**src/rtl/zbus_pkg.sv**
```systemverilog
// Shared definitions for the ZX-bus IORQ daisy-chain manager.
package zbus_pkg;

   localparam int unsigned SyncDepth = 2;

   typedef enum logic [2:0] {
      StIdle,
      StChain,
      StOwned,
      StFree,
      StInternal,
      StInta,
      StAbort
   } state_e;

   // Owner index reported when no slot has claimed the cycle.
   function automatic int unsigned owner_none(input int unsigned nch);
      return nch;
   endfunction

endpackage

```
**src/rtl/zbus_sync.sv**
```systemverilog
// N-bit multi-flop synchroniser with a configurable reset value.
module zbus_sync
   import zbus_pkg::*;
#(
   parameter int unsigned           Width    = 1,
   parameter logic [Width-1:0]      ResetVal = '0
) (
   input  logic             clk,
   input  logic             rst_n,
   input  logic [Width-1:0] d,
   output logic [Width-1:0] q
);

   logic [Width-1:0] stg_q [SyncDepth];

   always_ff @(posedge clk or negedge rst_n) begin
      if (!rst_n) begin
         for (int i = 0; i < SyncDepth; i++) stg_q[i] <= ResetVal;
      end else begin
         stg_q[0] <= d;
         for (int i = 1; i < SyncDepth; i++) stg_q[i] <= stg_q[i-1];
      end
   end

   assign q = stg_q[SyncDepth-1];

endmodule

```
**src/rtl/zbus_chain.sv**
```systemverilog
// Clocked ZX-bus IORQ daisy chain: grants IORQ slot by slot, tracks the claiming
// slot, drives the 0xFF free-bus enable and aborts hung I/O cycles.
module zbus_chain
   import zbus_pkg::*;
#(
   parameter int unsigned NCH    = 2,
   parameter int unsigned SETTLE = 2,
   parameter int unsigned TMO    = 255,
   parameter int unsigned OW     = $clog2(NCH+1)
) (
   input  logic           fclk,
   input  logic           rst_n,
   input  logic           iorq_n,
   input  logic           rd_n,
   input  logic           m1_n,
   input  logic           porthit,
   input  logic [NCH-1:0] slot_en,
   input  logic [NCH-1:0] iorqge,
   input  logic           tmo_clr,
   output logic [NCH-1:0] slot_iorq_n,
   output logic           drive_ff,
   output logic [OW-1:0]  owner,
   output logic           owner_vld,
   output logic           busy,
   output logic           tmo_flag
);

   localparam int unsigned    SW        = (SETTLE > 1) ? $clog2(SETTLE) : 1;
   localparam int unsigned    CW        = $clog2(TMO+1);
   localparam logic [OW-1:0]  OwnerNone = OW'(owner_none(NCH));

   logic [2:0]     strb_s;
   logic           iorq_s, rd_s, m1_s;
   logic [NCH-1:0] ge_s;

   zbus_sync #(.Width(3), .ResetVal(3'b111)) u_sync_strb (
      .clk   (fclk),
      .rst_n (rst_n),
      .d     ({iorq_n, rd_n, m1_n}),
      .q     (strb_s)
   );

   zbus_sync #(.Width(NCH), .ResetVal('0)) u_sync_ge (
      .clk   (fclk),
      .rst_n (rst_n),
      .d     (iorqge),
      .q     (ge_s)
   );

   assign iorq_s = strb_s[2];
   assign rd_s   = strb_s[1];
   assign m1_s   = strb_s[0];

   state_e         state;
   logic [OW-1:0]  stage;
   logic [NCH-1:0] en_q;
   logic [SW-1:0]  scnt;
   logic [CW-1:0]  cyc;
   logic [OW-1:0]  first_k, next_k;
   logic           ge_sel;

   // Lowest enabled slot overall, and lowest latched-enabled slot above the current stage.
   always_comb begin
      first_k = OwnerNone;
      next_k  = OwnerNone;
      for (int i = int'(NCH) - 1; i >= 0; i--) begin
         if (slot_en[i]) first_k = OW'(i);
         if (en_q[i] && (OW'(i) > stage)) next_k = OW'(i);
      end
   end

   assign ge_sel = |(ge_s & (NCH'(1) << stage));
   assign busy   = (state != StIdle);

   always_ff @(posedge fclk or negedge rst_n) begin
      if (!rst_n) begin
         state       <= StIdle;
         stage       <= OwnerNone;
         en_q        <= '0;
         scnt        <= '0;
         cyc         <= '0;
         slot_iorq_n <= '1;
         drive_ff    <= 1'b0;
         owner       <= OwnerNone;
         owner_vld   <= 1'b0;
         tmo_flag    <= 1'b0;
      end else begin
         // A timeout set further down overrides this clear.
         if (tmo_clr) tmo_flag <= 1'b0;
         unique case (state)
            StIdle: begin
               if (!iorq_s) begin
                  cyc   <= '0;
                  scnt  <= '0;
                  owner <= OwnerNone;
                  en_q  <= slot_en;
                  if (!m1_s) begin
                     state    <= StInta;
                     drive_ff <= 1'b1;
                  end else if (porthit) begin
                     state <= StInternal;
                  end else if (first_k == OwnerNone) begin
                     state    <= StFree;
                     drive_ff <= ~rd_s;
                  end else begin
                     state       <= StChain;
                     stage       <= first_k;
                     slot_iorq_n <= ~(NCH'(1) << first_k);
                  end
               end
            end
            StAbort: begin
               if (iorq_s) state <= StIdle;
            end
            default: begin
               if (iorq_s) begin
                  state       <= StIdle;
                  slot_iorq_n <= '1;
                  drive_ff    <= 1'b0;
                  owner_vld   <= 1'b0;
               end else if (cyc == CW'(TMO - 1)) begin
                  state       <= StAbort;
                  cyc         <= CW'(TMO);
                  slot_iorq_n <= '1;
                  drive_ff    <= 1'b0;
                  owner_vld   <= 1'b0;
                  tmo_flag    <= 1'b1;
               end else begin
                  cyc <= cyc + CW'(1);
                  if (state == StChain) begin
                     if (scnt != SW'(SETTLE - 1)) begin
                        scnt <= scnt + SW'(1);
                     end else if (ge_sel) begin
                        state     <= StOwned;
                        owner     <= stage;
                        owner_vld <= 1'b1;
                     end else if (next_k == OwnerNone) begin
                        state    <= StFree;
                        drive_ff <= ~rd_s;
                     end else begin
                        stage       <= next_k;
                        scnt        <= '0;
                        slot_iorq_n <= slot_iorq_n & ~(NCH'(1) << next_k);
                     end
                  end
                  if (state == StFree) drive_ff <= ~rd_s;
               end
            end
         endcase
      end
   end

endmodule

```
**config.mk**
```make
export PLATFORM = sky130hd
export DESIGN_NAME = zbus_chain
export DESIGN_NICKNAME = d
export VERILOG_FILES = /design/src/rtl/zbus_pkg.sv /design/src/rtl/zbus_sync.sv /design/src/rtl/zbus_chain.sv
export SDC_FILE = /design/constraint.sdc
export NUM_CORES = 1
export LEC_CHECK = 0
export ABC_AREA = 1
export CAP_MARGIN = 0
export CORE_MARGIN = 2
export CORE_UTILIZATION = 50
export CTS_BUF_LIST = sky130_fd_sc_hd__clkbuf_4 sky130_fd_sc_hd__clkbuf_8 sky130_fd_sc_hd__clkbuf_16
export DETAILED_ROUTE_END_ITERATION = 16
export PLACE_DENSITY = 0.8
export SYNTH_ARGS = -nofsm -noshare
export SYNTH_HDL_FRONTEND = slang
export SYNTH_SLANG_ARGS = --single-unit
export TNS_END_PERCENT = 5
```
**constraint.sdc**
```tcl
create_clock -name fclk -period 1.62 [get_ports fclk]
set_clock_uncertainty 0.2 [all_clocks]
set_input_delay 0.162 -clock fclk [delete_from_list [all_inputs] [get_ports fclk]]
set_output_delay 0.162 -clock fclk [all_outputs]
set_load 0.02 [all_outputs]
```
# Word-level counts from Yosys, hierarchy flattened
# Index checks and enable logic that the tools add are counted.
totals:
  word_cells: 153
  latch_bits: 0
  in_bits: 11
  ramBits: 0
  rom_bits: 0
  memories: 0
  reg_bits: 33
op_classes:
  multipliers: 0
  n_reduce_logical: 27
  bitwise: 8
  n_mux: 78
  order_cmp: 2
  shift: 3
  n_eq_ne: 19
  add_sub_neg: 2
  div: 0
op_table:
  columns: ["op", "count"]
  rows:
  - ["2-bit 2-to-1 mux", 31]
  - ["3-bit 2-to-1 mux", 10]
  - ["1-bit 2-to-1 mux", 27]
  - ["8-bit 2-to-1 mux", 3]
  - ["5-bit nonzero test", 4]
  - ["8-bit case mux with 2 select lines", 1]
  - ["2-bit case mux with 2 select lines", 3]
  - ["3-bit nonzero test", 4]
  - ["2-bit by 1-bit inequality test with 1-bit output (second input constant)", 5]
  - ["10-bit AND reduction", 1]
  - ["9-bit AND reduction", 1]
  - ["8-bit by 1-bit adder with 8-bit output (second input constant)", 1]
  - ["8-bit equality test (second input constant)", 1]
  - ["4-bit AND reduction", 2]
  - ["8-bit AND reduction", 1]
  - ["4-bit nonzero test", 2]
  - ["2-bit inequality test (second input constant)", 3]
  - ["3-bit inequality test (second input constant)", 2]
  - ["3-bit case mux with 2 select lines", 1]
  - ["6-bit AND reduction", 1]
  - ["2-bit nonzero test", 3]
  - ["1-bit by 2-bit << shifter with 2-bit output (first input constant)", 3]
  - ["5-bit by 1-bit inequality test with 1-bit output (second input constant)", 1]
  - ["5-bit AND reduction", 1]
  - ["other kinds (16)", 27]

# Logic depth before layout (Yosys ltp)
depth:
  word_depth: 14
  ltp_mapped: 11
  ltp_nobuf: 11

# Modules after synthesis
# A second synthesis with hierarchy kept.
unflattened:
  hier_cells: 211
  area_unflattened_um2: 1815.5
by_module_without_submodules:
  columns: ["module", "seq_area_each_um2", "cells_per_inst", "area_per_inst_um2", "instances"]
  rows:
  - ["zbus_chain", 555.5, 196, 1520.2, 1]
  - ["zbus_sync (u_sync_strb)", 157.7, 9, 180.2, 1]
  - ["zbus_sync (u_sync_ge)", 100.1, 6, 115.1, 1]

# Worst setup path after synthesis
# OpenSTA, ideal clock, no wires.
synth_path:
  path_kind: "register to register"
  from: "reg u_sync_strb.stg_q, in the netlist u_sync_strb.q[2]"
  to: "reg state[1]"
  n_path_buf: 1
  period_less_slack_ns: 1.547
  t_arrival_ns: 1.230
  path_stages_with_launch: 9
  setup_time_ns: 0.117
  slack_ns: 0.073
  path_cell_list: "dfstp_2 bufinv_8 nand2_2 buf_6 inv_2 nand2_2 o21ai_1 nand3_1 nand2_1"
synth_between:
  elab_chain_cells: 2
  word_cells_on_any_way: 8
  classes_between: "eq/ne (2); mux (2); reduce/logical (4)"
synth_lines:
  columns: ["element", "line_no", "text"]
  rows:
  - ["start, declared", "zbus_sync.sv:14", "logic [Width-1:0] stg_q [SyncDepth];"]
  - ["5-bit nonzero test (no source line), or another cell as far along", null, null]
  - ["5-bit AND reduction (no source line) / 3-bit case mux with 2 select lines (equally long branches)", null, null]
  - ["end signal, assigned", "zbus_chain.sv:77", "state <= StIdle;"]
  - ["end signal, assigned", "zbus_chain.sv:98", "state <= StInta;"]
  - ["end signal, assigned", "zbus_chain.sv:101", "state <= StInternal;"]
  - ["end, declared", "zbus_chain.sv:54", "state_e state;"]
# Several ways; a longest one is shown, not always the timed one.
# A chain may end at the register's enable or synchronous reset.

# Worst setup path after layout
layout_path:
  from: "reg state[1]"
  to: "reg cyc[1]"
layout_between:
  elab_chain_cells: 3
  word_cells_on_any_way: 5
  classes_between: "eq/ne (1); mux (1); bitwise (1); reduce/logical (2)"
layout_lines:
  columns: ["element", "line_no", "text"]
  rows:
  - ["3-bit equality test", "zbus_chain.sv:90", "unique case (state)"]
  - ["1-bit inverter (no source line)", null, null]
  - ["2-bit AND reduction (no source line)", null, null]
  - ["end signal, assigned", "zbus_chain.sv:123", "cyc <= CW'(TMO);"]
  - ["end signal, assigned", "zbus_chain.sv:129", "cyc <= cyc + CW'(1);"]
  - ["end, declared", "zbus_chain.sv:58", "logic [CW-1:0] cyc;"]
# Several ways; a longest one is shown, not always the timed one.

==> run metrics <==
f_max=608 MHz; syn avg cell area=between 8 and 9 um^2; vias in the first global route=approximately 1,400; top cell type's share of synthesized area=31.6%; # Max-Cap Violations=0; Worst Path Max Fanout=6; DR WL/cell=12.6 um; area grow syn2layout=31.3%; first-pass GRT wire length=6.22 mm; cell mode on critical path=buf_4; Tcrit/Tclk final=102%; routed vias/inst=4.97; final routed DRC violation total=0; Max clock buf depth=2; synth unique cells=33; post-synthesis cell area=1740 um^2; total core area=3340 um^2; FF+latch count, synth=32; dpl hpwl=2.53 mm; Max VDD drop=0.000898 V; final wirelength=3.70 mm; clk sinks=32; worst path required time=1.64 ns; min-delay worst type=primary input to flop; CTS tree=yes; GP Congestion=0.866; CP Data Arrival Time=1.67 ns; warnings from Yosys=0; fraction of registers with async set/reset=100%; most common cell after layout, fill and taps aside=nand2_1; die area=3970 um^2; GRT Util Overall=20.3%; Ports=19; Die H=~63 um; worst slack at placement=-0.0390 ns; Slew headroom=76.6%; depth of the CTS H-tree=2; GR Overflow Total=0; CTS Root Cell=clkbuf_4; RSZ-0062 raised after global routing=yes; crit path time final=1.64 ns; drt pass-1 iters=4; Final Util=68.5%; critical path's top delay family=buffers and inverters; Inserted Diodes=0; total number of vias=about 1,500; Mapped Nets=212; CTS Buf Count=5; violated checks=setup timing; share of layout cells above drive strength 1=34.0%; Final Hold Slack=roughly 0.030 ns; Buf+Inv Stages, Crit Path=3; CP Cell Sequence=inv_2 > nand2_4 > nor2_4 > buf_4 > nor2_2 > buf_4 > a22o_1; Slew @ Worst Pin=0.348 ns; outcome=finished, violations left; Yosys top cell by area=dfrtp_1; synth top area cells=dfrtp_1 32%, dfstp_2 15%, nand2_1 12%; Final nets=approximately 260; pwr/cell area=approximately 1700 nW/um^2; Pins Over Slew Limit=0; pin count of the biggest net entering global routing=33; clk slew on worst S/H paths=0.09 ns; Worst-Skew Late Latency=between 0.3 and 0.4 ns; final hold vios=0; commonest cells after routing, fill and taps aside=53 x nand2_1, 23 x buf_4, 21 x dfrtp_1, 16 x inv_1, 15 x nand3_1; Worst Path Class, Setup=flop to flop; initial antenna violation count=0; Synth Instances=~200; critical path's slowest cell=dfrtp_1; Primary FF master, synth=dfrtp_1; die width=63.0 um; row count=21; Worst setup SP type=flop; worst setup slack after layout=-0.0246 ns; ANT nets after route=0; initial core utilization=52.2%; EDFF count, synth=0; Max stage delay on crit path=0.40 ns; Setup TNS=-0.0629 ns; Buffers on Ports=18; endpoints failing setup=5; post-synthesis sequential area ratio=46.7%; Power Total=around 3.8 mW; 1st-iter DRT viols=about 70; Leak=1.12 nW; CP Capture Type=flop
==> cell families (layout without fill, tap and decap cells) <==
kind of cell	count (synthesis)	in the layout	share of synthesized area [%]
and+or+nand+nor	105	105	30.4
DFF	32	32	46.7
AOI/OAI and AO/OA	30	30	11.4
buffers and inverters	27	75	8.62
xor gates and xnor gates	3	3	1.51
adders and majority gates	2	2	1.44
==> what timing repair did <==
| item | in CTS | in global routing |
|---|---|---|
| endpoints found under the setup margin | 11 | 21 |
| gates resized for setup | 13 | 17 |
| pin swaps | 0 | 9 |
| hold endpoints to repair | 22 | 0 |
| setup buffers | 0 | 5 |
| hold buffers | 1 | 0 |
==> registers in the layout (all words and copies together), names as in the netlist, 2 cells and up <==
name and cells:
cyc 8, state 3, u_sync_strb.q 3, u_sync_strb.stg_q 3, owner 2, slot_iorq_n 2
stage 2, u_sync_ge.q 2, u_sync_ge.stg_q 2
==> routing by layer <==
layer	track usage, %	wire length [um]	share of wire (%)
met5	0	0	0
met4	8.61	83	2.2
met3	4.86	132	3.6
met2	31.5	1750	47
met1	27.2	1740	47
==> layout make-up <==
| cell class | instances | area [um^2] |
|---|---|---|
| fillers | 282 | 1050 |
| multi-input cells | 140 | 831 |
| flip-flops and latches | 32 | 815 |
| repair buffers | 44 | 389 |
| inverters | 23 | 100 |
| clock buffers | 7 | 65.1 |
| well taps | 46 | 57.6 |
| clock inverters | 1 | 30.0 |
==> where the power goes <==
part | total, mW | switching (mW) | internal [mW]
clock network | 0.680 | 0.270 | 0.410
registers | 1.15 | 0.135 | 1.01
logic | 1.98 | 1.12 | 0.861
==> worst register-to-register path: stages, from the launching register on <==
cell,delay (ns)
dfrtp_1,0.40
inv_2,0.11
nand2_4,0.07
nor2_4,0.23
buf_4,0.16
nor2_2,0.04
buf_4,0.14
a22o_1,0.19
==> cell usage after synthesis (all sizes together) (2+ instances only) <==
library cell / n
o211ai: 4
ha: 2
nor3: 2
dfrtp: 22
o21ai: 20
inv: 22
a21oi: 2
dfstp: 10
nor2: 15
nand3: 18
xor2: 2
nand4: 3
nand2: 67
buf: 4
==> path summary, 6_finish.rpt <==
check / depth (start not counted) / slack, ns / startpoint / endpoint
min reg2reg: 0 / 0.15 / u_sync_ge.stg_q[2]$_DFF_PN0_ / u_sync_ge.q[0]$_DFF_PN0_
max in group asynchronous: 3 / 0.45 / rst_n / stage[1]$_DFFE_PN1P_
max reg2reg: 7 / -0.02 / state[1]$_DFFE_PN0P_ / cyc[1]$_DFFE_PN0P_
min in group asynchronous: 3 / 0.52 / rst_n / scnt$_DFFE_PN0P_
min: 1 / 0.03 / m1_n / u_sync_strb.stg_q[3]$_DFF_PN1_
max: 7 / -0.02 / state[1]$_DFFE_PN0P_ / cyc[1]$_DFFE_PN0P_
==> metrics by stage <==
| stage | cell area, um^2 | instances |
|---|---|---|
| floorplan | 1740 | 199 |
| detailed placement | 2100 | 279 |
| CTS | 2200 | 288 |
| global placement | 2100 | 279 |
| finish | 2290 | 293 |
| global route | 2290 | 293 |
Note: power is estimated with default switching activity, not from simulation.
==> edit (same settings) <==
Put one more register stage on the output `drive_ff`. The value now appears one clock later. The other outputs are not delayed to match.
--- a/src/rtl/zbus_chain.sv
+++ b/src/rtl/zbus_chain.sv
@@ -28,6 +28,8 @@
    localparam int unsigned    SW        = (SETTLE > 1) ? $clog2(SETTLE) : 1;
    localparam int unsigned    CW        = $clog2(TMO+1);
    localparam logic [OW-1:0]  OwnerNone = OW'(owner_none(NCH));
+
+   logic drive_ff_s0;
 
    logic [2:0]     strb_s;
    logic           iorq_s, rd_s, m1_s;
@@ -80,7 +82,7 @@
          scnt        <= '0;
          cyc         <= '0;
          slot_iorq_n <= '1;
-         drive_ff    <= 1'b0;
+         drive_ff_s0 <= 1'b0;
          owner       <= OwnerNone;
          owner_vld   <= 1'b0;
          tmo_flag    <= 1'b0;
@@ -96,12 +98,12 @@
                   en_q  <= slot_en;
                   if (!m1_s) begin
                      state    <= StInta;
-                     drive_ff <= 1'b1;
+                     drive_ff_s0 <= 1'b1;
                   end else if (porthit) begin
                      state <= StInternal;
                   end else if (first_k == OwnerNone) begin
                      state    <= StFree;
-                     drive_ff <= ~rd_s;
+                     drive_ff_s0 <= ~rd_s;
                   end else begin
                      state       <= StChain;
                      stage       <= first_k;
@@ -116,13 +118,13 @@
                if (iorq_s) begin
                   state       <= StIdle;
                   slot_iorq_n <= '1;
-                  drive_ff    <= 1'b0;
+                  drive_ff_s0 <= 1'b0;
                   owner_vld   <= 1'b0;
                end else if (cyc == CW'(TMO - 1)) begin
                   state       <= StAbort;
                   cyc         <= CW'(TMO);
                   slot_iorq_n <= '1;
-                  drive_ff    <= 1'b0;
+                  drive_ff_s0 <= 1'b0;
                   owner_vld   <= 1'b0;
                   tmo_flag    <= 1'b1;
                end else begin
@@ -136,19 +138,23 @@
                         owner_vld <= 1'b1;
                      end else if (next_k == OwnerNone) begin
                         state    <= StFree;
-                        drive_ff <= ~rd_s;
+                        drive_ff_s0 <= ~rd_s;
                      end else begin
                         stage       <= next_k;
                         scnt        <= '0;
                         slot_iorq_n <= slot_iorq_n & ~(NCH'(1) << next_k);
                      end
                   end
-                  if (state == StFree) drive_ff <= ~rd_s;
+                  if (state == StFree) drive_ff_s0 <= ~rd_s;
                end
             end
          endcase
       end
    end
 
+   always_ff @(posedge fclk) begin
+      drive_ff <= drive_ff_s0;
+   end
+
 endmodule
 
Behaviour: not the same (a bounded check fails within 4 cycles, from zero or initial values and one cycle with rst_n low).
==> edit against the unedited design <==
The run still ends with setup timing left; area after synthesis fell by 4.3%; power grew 0.43%; worst hold slack lost 0.00088 ns; sequential cell count is 1 higher; first-iteration DRC count down 17%; worst setup slack improved by 0.012 ns; final area increased by 2.0%; non-clock buffer count increased by 8; routed wire length increased by 4.9%.
==> edit: results (changes against the unedited design) <==
Design Area, Final 2330 um2 (+2.0%); Seq cells 33 (+3.1%); cell total after placement 286 (+2.5%); final setup margin -0.0128 ns (+0.0118 ns); PD cells 1640 nW/um2 (-1.6%); failing checks setup timing; crit-path max FO 4 (-2); Plain + repair buffers 52 (+18%); static leakage 1.14 nW (+2.2%); Post-DP HPWL 2.55 mm (+0.88%); GRT Util Overall 0.209 (+0.00534); min-delay src iorq_n; pre-CTS setup slack -0.0596 ns (-0.0206 ns); R2R cell count 11 (+4); Data buffer area share 0.199 (+0.0288); first-pass GRT wire length 5.71 mm (-8.2%); final net count 271 (+4.6%); vias in the first global route 1326 (-3.6%); Iter 0 DRT Violations 60 (-17%); FF+latch area 836 um2 (+2.6%); # setup viols final 1 (-4); syn_nets 213 (+0.47%); synth top area cells dfrtp_1 33%, dfstp_2 16%, nand2_1 14%; setup TNS -0.0128 ns (+0.0501 ns); distinct cell type count after synthesis 28 (-15%); placer congestion estimate 0.862 (-0.48%); outcome complete, but fails checks; sequential fraction of the synthesis area 0.500 (+0.0330); P_comb 2.13 mW (+8%); endpoint with the worst hold slack u_sync_strb.stg_q[5]$_DFF_PN1_; Hold WS 0.0292 ns (-0.000882 ns); Worst-Margin Slew 0.340 ns (-0.00748 ns); clock buf count 8 (+1); fraction of layout cells with a size suffix above 1 0.367 (+0.0267)
==> edit: worst reg2reg max path, stage by stage (launching register included) <==
cell	delay, ns
dfrtp_1	0.40
inv_2	0.08
ha_4	0.13
inv_2	0.04
nor2_4	0.10
nand2_2	0.08
nand2_2	0.09
nor2_2	0.05
nand2_2	0.10
nand2_2	0.08
nand2_1	0.08
nand2_1	0.08
==> edit: kinds of logic after synthesis <==
family | share of synthesized area
AOI/OAI and AO/OA | 0.0841
xor gates and xnor gates | 0.0158
adders and majority gates | 0.0150
buffers and inverters | 0.0608
DFF | 0.500
muxes | 0.00676
and+or+nand+nor | 0.318
==> edit: per-layer routing <==
| metal | vias to the layer above | routed length [um] | track usage |
|---|---|---|---|
| met3 | 18 | 169 | 0.0559 |
| li1 | 757 | - | - |
| met1 | 721 | 1670 | 0.282 |
| met4 | 0 | 165 | 0.106 |
| met2 | 46 | 1880 | 0.310 |
| met5 | - | 0 | 0 |
